===== src/rtl/pipe_ctrl_pkg.sv =====
// Shared state encodings and defaults for the pipeline sequencing controller.
package pipe_ctrl_pkg;

   typedef enum logic [1:0] {
      ST_RUN     = 2'd0,
      ST_MC_WAIT = 2'd1,
      ST_FLUSH   = 2'd2
   } pipe_state_e;

   localparam int MC_TIMEOUT_DEF   = 64;
   localparam int FLUSH_CYCLES_DEF = 1;
   localparam int REG_AW           = 5;

   // x0 is hardwired to zero, so a write to it never produces a value to wait for.
   localparam logic [REG_AW-1:0] REG_ZERO = '0;

endpackage


===== src/rtl/pipe_ctrl_hazard_detect.sv =====
// Load-use comparison: a load in EX whose destination is read by the instruction in ID.
module pipe_ctrl_hazard_detect
   import pipe_ctrl_pkg::*;
(
   input  logic [REG_AW-1:0] id_rs1_addr,
   input  logic [REG_AW-1:0] id_rs2_addr,
   input  logic              id_rs1_used,
   input  logic              id_rs2_used,
   input  logic [REG_AW-1:0] ex_reg_waddr,
   input  logic              ex_mem_rena,
   output logic              hazard_o
);

   logic rs1_match;
   logic rs2_match;

   assign rs1_match = id_rs1_used && (id_rs1_addr == ex_reg_waddr);
   assign rs2_match = id_rs2_used && (id_rs2_addr == ex_reg_waddr);
   assign hazard_o  = ex_mem_rena && (ex_reg_waddr != REG_ZERO) && (rs1_match || rs2_match);

endmodule


===== src/rtl/pipe_ctrl.sv =====
// Pipeline sequencing controller: redirect flush, multi-cycle EX stall, load-use stall.
// Optional performance counters are built when PIPE_CTRL_PERF_EN is defined.
module pipe_ctrl
   import pipe_ctrl_pkg::*;
#(
   parameter int MC_TIMEOUT   = MC_TIMEOUT_DEF,
   parameter int FLUSH_CYCLES = FLUSH_CYCLES_DEF
) (
   input  logic              clk,
   input  logic              rst,
   input  logic [REG_AW-1:0] id_rs1_addr,
   input  logic [REG_AW-1:0] id_rs2_addr,
   input  logic              id_rs1_used,
   input  logic              id_rs2_used,
   input  logic [REG_AW-1:0] ex_reg_waddr,
   input  logic              ex_mem_rena,
   input  logic              ex_redirect,
   input  logic              ex_mc_start,
   input  logic              mc_done,
   output logic              pc_hold,
   output logic              ifid_hold,
   output logic              ifid_flush,
   output logic              idex_hold,
   output logic              idex_hazarded,
   output logic              pipelineFlush,
   output logic              exmem_bubble,
   output logic              mc_timeout,
   output logic [1:0]        state_o
`ifdef PIPE_CTRL_PERF_EN
   ,output logic [31:0]      stall_cycles,
   output logic [15:0]       flush_count
`endif
);

   localparam int TW = $clog2(MC_TIMEOUT) + 1;
   localparam logic [TW-1:0] TMO_LAST   = TW'(MC_TIMEOUT - 1);
   localparam logic [2:0]    FLUSH_LOAD = 3'(FLUSH_CYCLES);

   pipe_state_e   state_q, state_d;
   logic [2:0]    cnt_q, cnt_d;
   logic [TW-1:0] tmo_q, tmo_d;

   logic hazard;
   logic pc_hold_c, ifid_hold_c, ifid_flush_c, idex_hold_c;
   logic idex_hazarded_c, pflush_c, exmem_bubble_c, mc_timeout_c;
   logic redirect_acc;

   pipe_ctrl_hazard_detect u_hazard (
      .id_rs1_addr  (id_rs1_addr),
      .id_rs2_addr  (id_rs2_addr),
      .id_rs1_used  (id_rs1_used),
      .id_rs2_used  (id_rs2_used),
      .ex_reg_waddr (ex_reg_waddr),
      .ex_mem_rena  (ex_mem_rena),
      .hazard_o     (hazard)
   );

   always_ff @(posedge clk or negedge rst) begin
      if (!rst) begin
         state_q <= ST_RUN;
         cnt_q   <= '0;
         tmo_q   <= '0;
      end else begin
         state_q <= state_d;
         cnt_q   <= cnt_d;
         tmo_q   <= tmo_d;
      end
   end

   always_comb begin
      state_d         = state_q;
      cnt_d           = cnt_q;
      tmo_d           = tmo_q;
      pc_hold_c       = 1'b0;
      ifid_hold_c     = 1'b0;
      ifid_flush_c    = 1'b0;
      idex_hold_c     = 1'b0;
      idex_hazarded_c = 1'b0;
      pflush_c        = 1'b0;
      exmem_bubble_c  = 1'b0;
      mc_timeout_c    = 1'b0;
      redirect_acc    = 1'b0;

      case (state_q)
         ST_RUN: begin
            if (ex_redirect) begin
               // The instruction in ID is squashed, so its load-use stall is moot.
               pflush_c     = 1'b1;
               ifid_flush_c = 1'b1;
               redirect_acc = 1'b1;
               if (FLUSH_CYCLES > 0) begin
                  state_d = ST_FLUSH;
                  cnt_d   = FLUSH_LOAD;
               end
            end else if (ex_mc_start) begin
               pc_hold_c      = 1'b1;
               ifid_hold_c    = 1'b1;
               idex_hold_c    = 1'b1;
               exmem_bubble_c = 1'b1;
               tmo_d          = '0;
               state_d        = ST_MC_WAIT;
            end else if (hazard) begin
               pc_hold_c       = 1'b1;
               ifid_hold_c     = 1'b1;
               idex_hazarded_c = 1'b1;
            end
         end

         ST_MC_WAIT: begin
            tmo_d = tmo_q + 1'b1;
            if (mc_done) begin
               state_d = ST_RUN;
            end else if (tmo_q == TMO_LAST) begin
               mc_timeout_c = 1'b1;
               state_d      = ST_RUN;
            end else begin
               pc_hold_c      = 1'b1;
               ifid_hold_c    = 1'b1;
               idex_hold_c    = 1'b1;
               exmem_bubble_c = 1'b1;
            end
         end

         ST_FLUSH: begin
            ifid_flush_c = 1'b1;
            if (ex_redirect) begin
               pflush_c     = 1'b1;
               redirect_acc = 1'b1;
               cnt_d        = FLUSH_LOAD;
            end else begin
               if (cnt_q <= 3'd1) begin
                  state_d = ST_RUN;
                  cnt_d   = '0;
               end else begin
                  cnt_d = cnt_q - 3'd1;
               end
               if (hazard) begin
                  pc_hold_c       = 1'b1;
                  ifid_hold_c     = 1'b1;
                  idex_hazarded_c = 1'b1;
               end
            end
         end

         default: begin
            state_d = ST_RUN;
            cnt_d   = '0;
         end
      endcase
   end

   // Outputs are Mealy, so they must be masked while reset is held.
   assign pc_hold       = rst & pc_hold_c;
   assign ifid_hold     = rst & ifid_hold_c;
   assign ifid_flush    = rst & ifid_flush_c;
   assign idex_hold     = rst & idex_hold_c;
   assign idex_hazarded = rst & idex_hazarded_c;
   assign pipelineFlush = rst & pflush_c;
   assign exmem_bubble  = rst & exmem_bubble_c;
   assign mc_timeout    = rst & mc_timeout_c;
   assign state_o       = rst ? state_q : ST_RUN;

`ifdef PIPE_CTRL_PERF_EN
   logic [31:0] stall_q, stall_d;
   logic [15:0] flushcnt_q, flushcnt_d;

   always_comb begin
      stall_d    = stall_q;
      flushcnt_d = flushcnt_q;
      if (pc_hold && (stall_q != '1)) begin
         stall_d = stall_q + 32'd1;
      end
      if (rst && redirect_acc && (flushcnt_q != '1)) begin
         flushcnt_d = flushcnt_q + 16'd1;
      end
   end

   always_ff @(posedge clk or negedge rst) begin
      if (!rst) begin
         stall_q    <= '0;
         flushcnt_q <= '0;
      end else begin
         stall_q    <= stall_d;
         flushcnt_q <= flushcnt_d;
      end
   end

   assign stall_cycles = stall_q;
   assign flush_count  = flushcnt_q;
`endif

endmodule

===== config.mk =====
export PLATFORM = sky130hd
export DESIGN_NAME = pipe_ctrl
export DESIGN_NICKNAME = d
export VERILOG_FILES = /design/src/rtl/pipe_ctrl_pkg.sv /design/src/rtl/pipe_ctrl_hazard_detect.sv /design/src/rtl/pipe_ctrl.sv
export SDC_FILE = /design/constraint.sdc
export NUM_CORES = 1
export LEC_CHECK = 0
export ABC_AREA = 1
export CORE_ASPECT_RATIO = 1.5
export CORE_MARGIN = 4
export CORE_UTILIZATION = 48
export DETAILED_ROUTE_END_ITERATION = 12
export GPL_ROUTABILITY_DRIVEN = 0
export PLACE_DENSITY_LB_ADDON = 0.1
export SLEW_MARGIN = 15
export SYNTH_ARGS = -nofsm -noshare
export SYNTH_HDL_FRONTEND = slang
export SYNTH_HIERARCHICAL = 1
export SYNTH_SLANG_ARGS = --single-unit

===== constraint.sdc =====
create_clock -name clk -period 4 [get_ports clk]
set_clock_uncertainty 0.1 [all_clocks]
set_input_delay 0.8 -clock clk [delete_from_list [all_inputs] [get_ports clk]]
set_output_delay 0.8 -clock clk [all_outputs]
set_load 0.05 [all_outputs]

==> metrics <==
final hold violation count 0; Power Density approximately 410 mW/mm2; Netlist Area Pre-Place roughly 950 um2; Final ANT Viol Nets 0; HPWL Detailed between 2000 and 2500 um; worst path required time approximately 3.1 ns; CP Launch Type primary input; Core ar. about 0.0019 mm2; post-CTS setup buffers 0; Switching Share between 40% and 50%; setup_tns 0 ns; largest net degree at the start of global routing 10; Initial Util between 50 and 60%; Die ar. ~0.0028 mm2; Total Nets Final between 200 and 250; post-synthesis cell count approximately 160; Placed Cells about 210; max cap viols 0; RSZ-0062 raised after global routing no; Post-Synth Simple-Gate Area a little over two fifths; Yosys Warn Count 6; clock power share ~18%; slowest stage delay, CP around 0.50 ns; CTS tree built; post-CTS sizing 0; WL/cell around 12 um; most common cell after layout, fill and taps aside nand2_1; ys async rst share 100%; ys flop type dfrtp_1; cell row count 19; critical path class primary input to primary output; total global routing overflow 0; # setup viols final 0; Max Slew Vio Count 0; Max Fclk 292 MHz; vias in the first global route approximately 1000; xor/xnor share of the synthesized area less than 1%; Slew headroom 65.0%; crit-path cells clkdlybuf4s50_1 -> inv_1 -> nand2_1 -> nand2_1 -> nor2_1 -> nand3_1 -> a21oi_1 -> nand3_1 -> nand3_1 -> nand2_1 -> inv_1 -> buf_12; post-route cell area 0.00135 mm2; Boundary Pins 33; die height ~63 um; area grow syn2layout 41.2%; total global routing track utilization 19.8%; most frequent cells in the layout nand2_1 (54), inv_1 (25), clkdlybuf4s50_1 (24); CTS Root Cell clkbuf_4; post-synthesis mux area share 0%; Worst-path clk slew around 0.080 ns; share of cells above drive strength 1 10.5%; Combinational Power Share a little under half; vias ~1100; number of synthesized register bits 12; Die Wd about 44 um; DP Area between 0.001 and 0.0015 mm2; CP Buf/Inv Count 4; utilization after layout 72.7%; leakage approximately 0.00073 uW; initial antenna violation count 0; fill count roughly 170; Tot Pwr ~550 uW; Synth Area in Compound Gates just under 9%; Diodes inserted 0; Worst Max-Slew Pin Slew 0.521 ns; Reg power frac approximately 34%; EDFF count, synth 0; CP Max Fanout 3; switching power approximately 240 uW; CTS HTree Levels 1; DRC 0; cell internal pwr 306 uW; post-synthesis sequential area ratio 31.5%; drt pass-1 iters 4; clock buffer depth 2; largest family of logic cells by synthesized area simple AND/OR/NAND/NOR gates; via/cell ratio 5.09; crit path capture type primary output; peak supply drop about 280 uV; CP delay by family, top buffers and inverters; Finished Layout Cells 212; Post-CTS Hold Buffers 0; Arr. time, crit path 2.52 ns; Final Cycle Share between 80% and 90%; final wirelength approximately 2500 um; synth unique cells 22; critical path's slowest cell clkdlybuf4s50_1; first-pass GRT wire length ~4200 um; clock sink count 12; Min-Delay Path Class flop to flop; Synth Area in Adders under 10%; syn_nets around 180; initial drt markers 26; outcome finished clean; clk_lat worst skew ~0.28 ns; Buffers on Ports 32; fin crit period between 3 and 4 ns; Syn Area/Cell between 6 and 7 um2; CTS buffer count 3
==> metrics by stage <==
| stage | hold slack [ns] | setup WS, ns |
|---|---|---|
| finish | 0.421 | 0.578 |
| global route | 0.451 | 0.418 |
| CTS | 0.414 | 0.562 |
| detailed placement | 0.402 | 0.577 |
| global placement | 0.399 | 0.605 |
| floorplan | 0.370 | 0.677 |
==> cell usage after synthesis (2+ instances only) <==
cell type / n / area (um2)
nand4_1: 4 / 25.0
inv_1: 25 / 93.8
o21bai_1: 2 / 15.0
nor3_1: 2 / 10.0
inv_2: 3 / 11.3
nand2_1: 54 / 203
nor2_1: 17 / 63.8
nand3_1: 12 / 60.1
buf_4: 2 / 15.0
dfrtp_1: 12 / 300
ha_1: 3 / 37.5
a21oi_1: 6 / 30.0
o21ai_0: 5 / 25.0
==> kinds of logic (layout without fill, tap and decap cells) <==
group                      count (synthesis)  count (layout)
xor gates and xnor gates                   1               1
adders and majority gates                  3               3
and+or+nand+nor                           95              95
DFF                                       12              12
AOI/OAI and AO/OA                         15              15
buffers and inverters                     30              65
==> flip-flops by register name, summed over array words and instances (netlist names) <==
register	cells
cnt_q	3
state_q	2
tmo_q	7
==> final timing paths <==
path	startpoint	end	slack, ns	depth (start not counted)
max reg2reg	tmo_q[0]	tmo_q[6]	2.61	6
max in group asynchronous	rst	tmo_q[5]	2.66	2
min in group asynchronous	rst	cnt_q[2]	0.69	1
min	tmo_q[0]	tmo_q[0]	0.42	1
max	ex_reg_waddr[1]	ifid_hold	0.58	12
min reg2reg	tmo_q[0]	tmo_q[0]	0.42	1
==> area by class of cell <==
cell class              count  area [um2]  area share [%]
clock buffers               4        36.3            2.69
inverters                  28         105            7.80
multi-input cells         114         534            39.6
flip-flops and latches     12         300            22.3
well taps                  21        26.3            1.95
repair buffers             33         345            25.6
==> power groups by stage <==
stage | registers [uW] | clock network, uW | logic (uW)
final | 188 | 99.7 | 262
after global routing | 192 | 106 | 289
after CTS | 187 | 99.2 | 264
after detailed placement | 189 | 0 | 262
after global placement | 188 | 0 | 250
after floorplan | 179 | 0 | 175
==> metal layers <==
layer	routed length [um]	track usage [%]
met1	978	19.9
met2	1370	36.3
met3	120	3.75
met4	43	9.81
met5	0	0
Power figures use the tool's default switching activity.
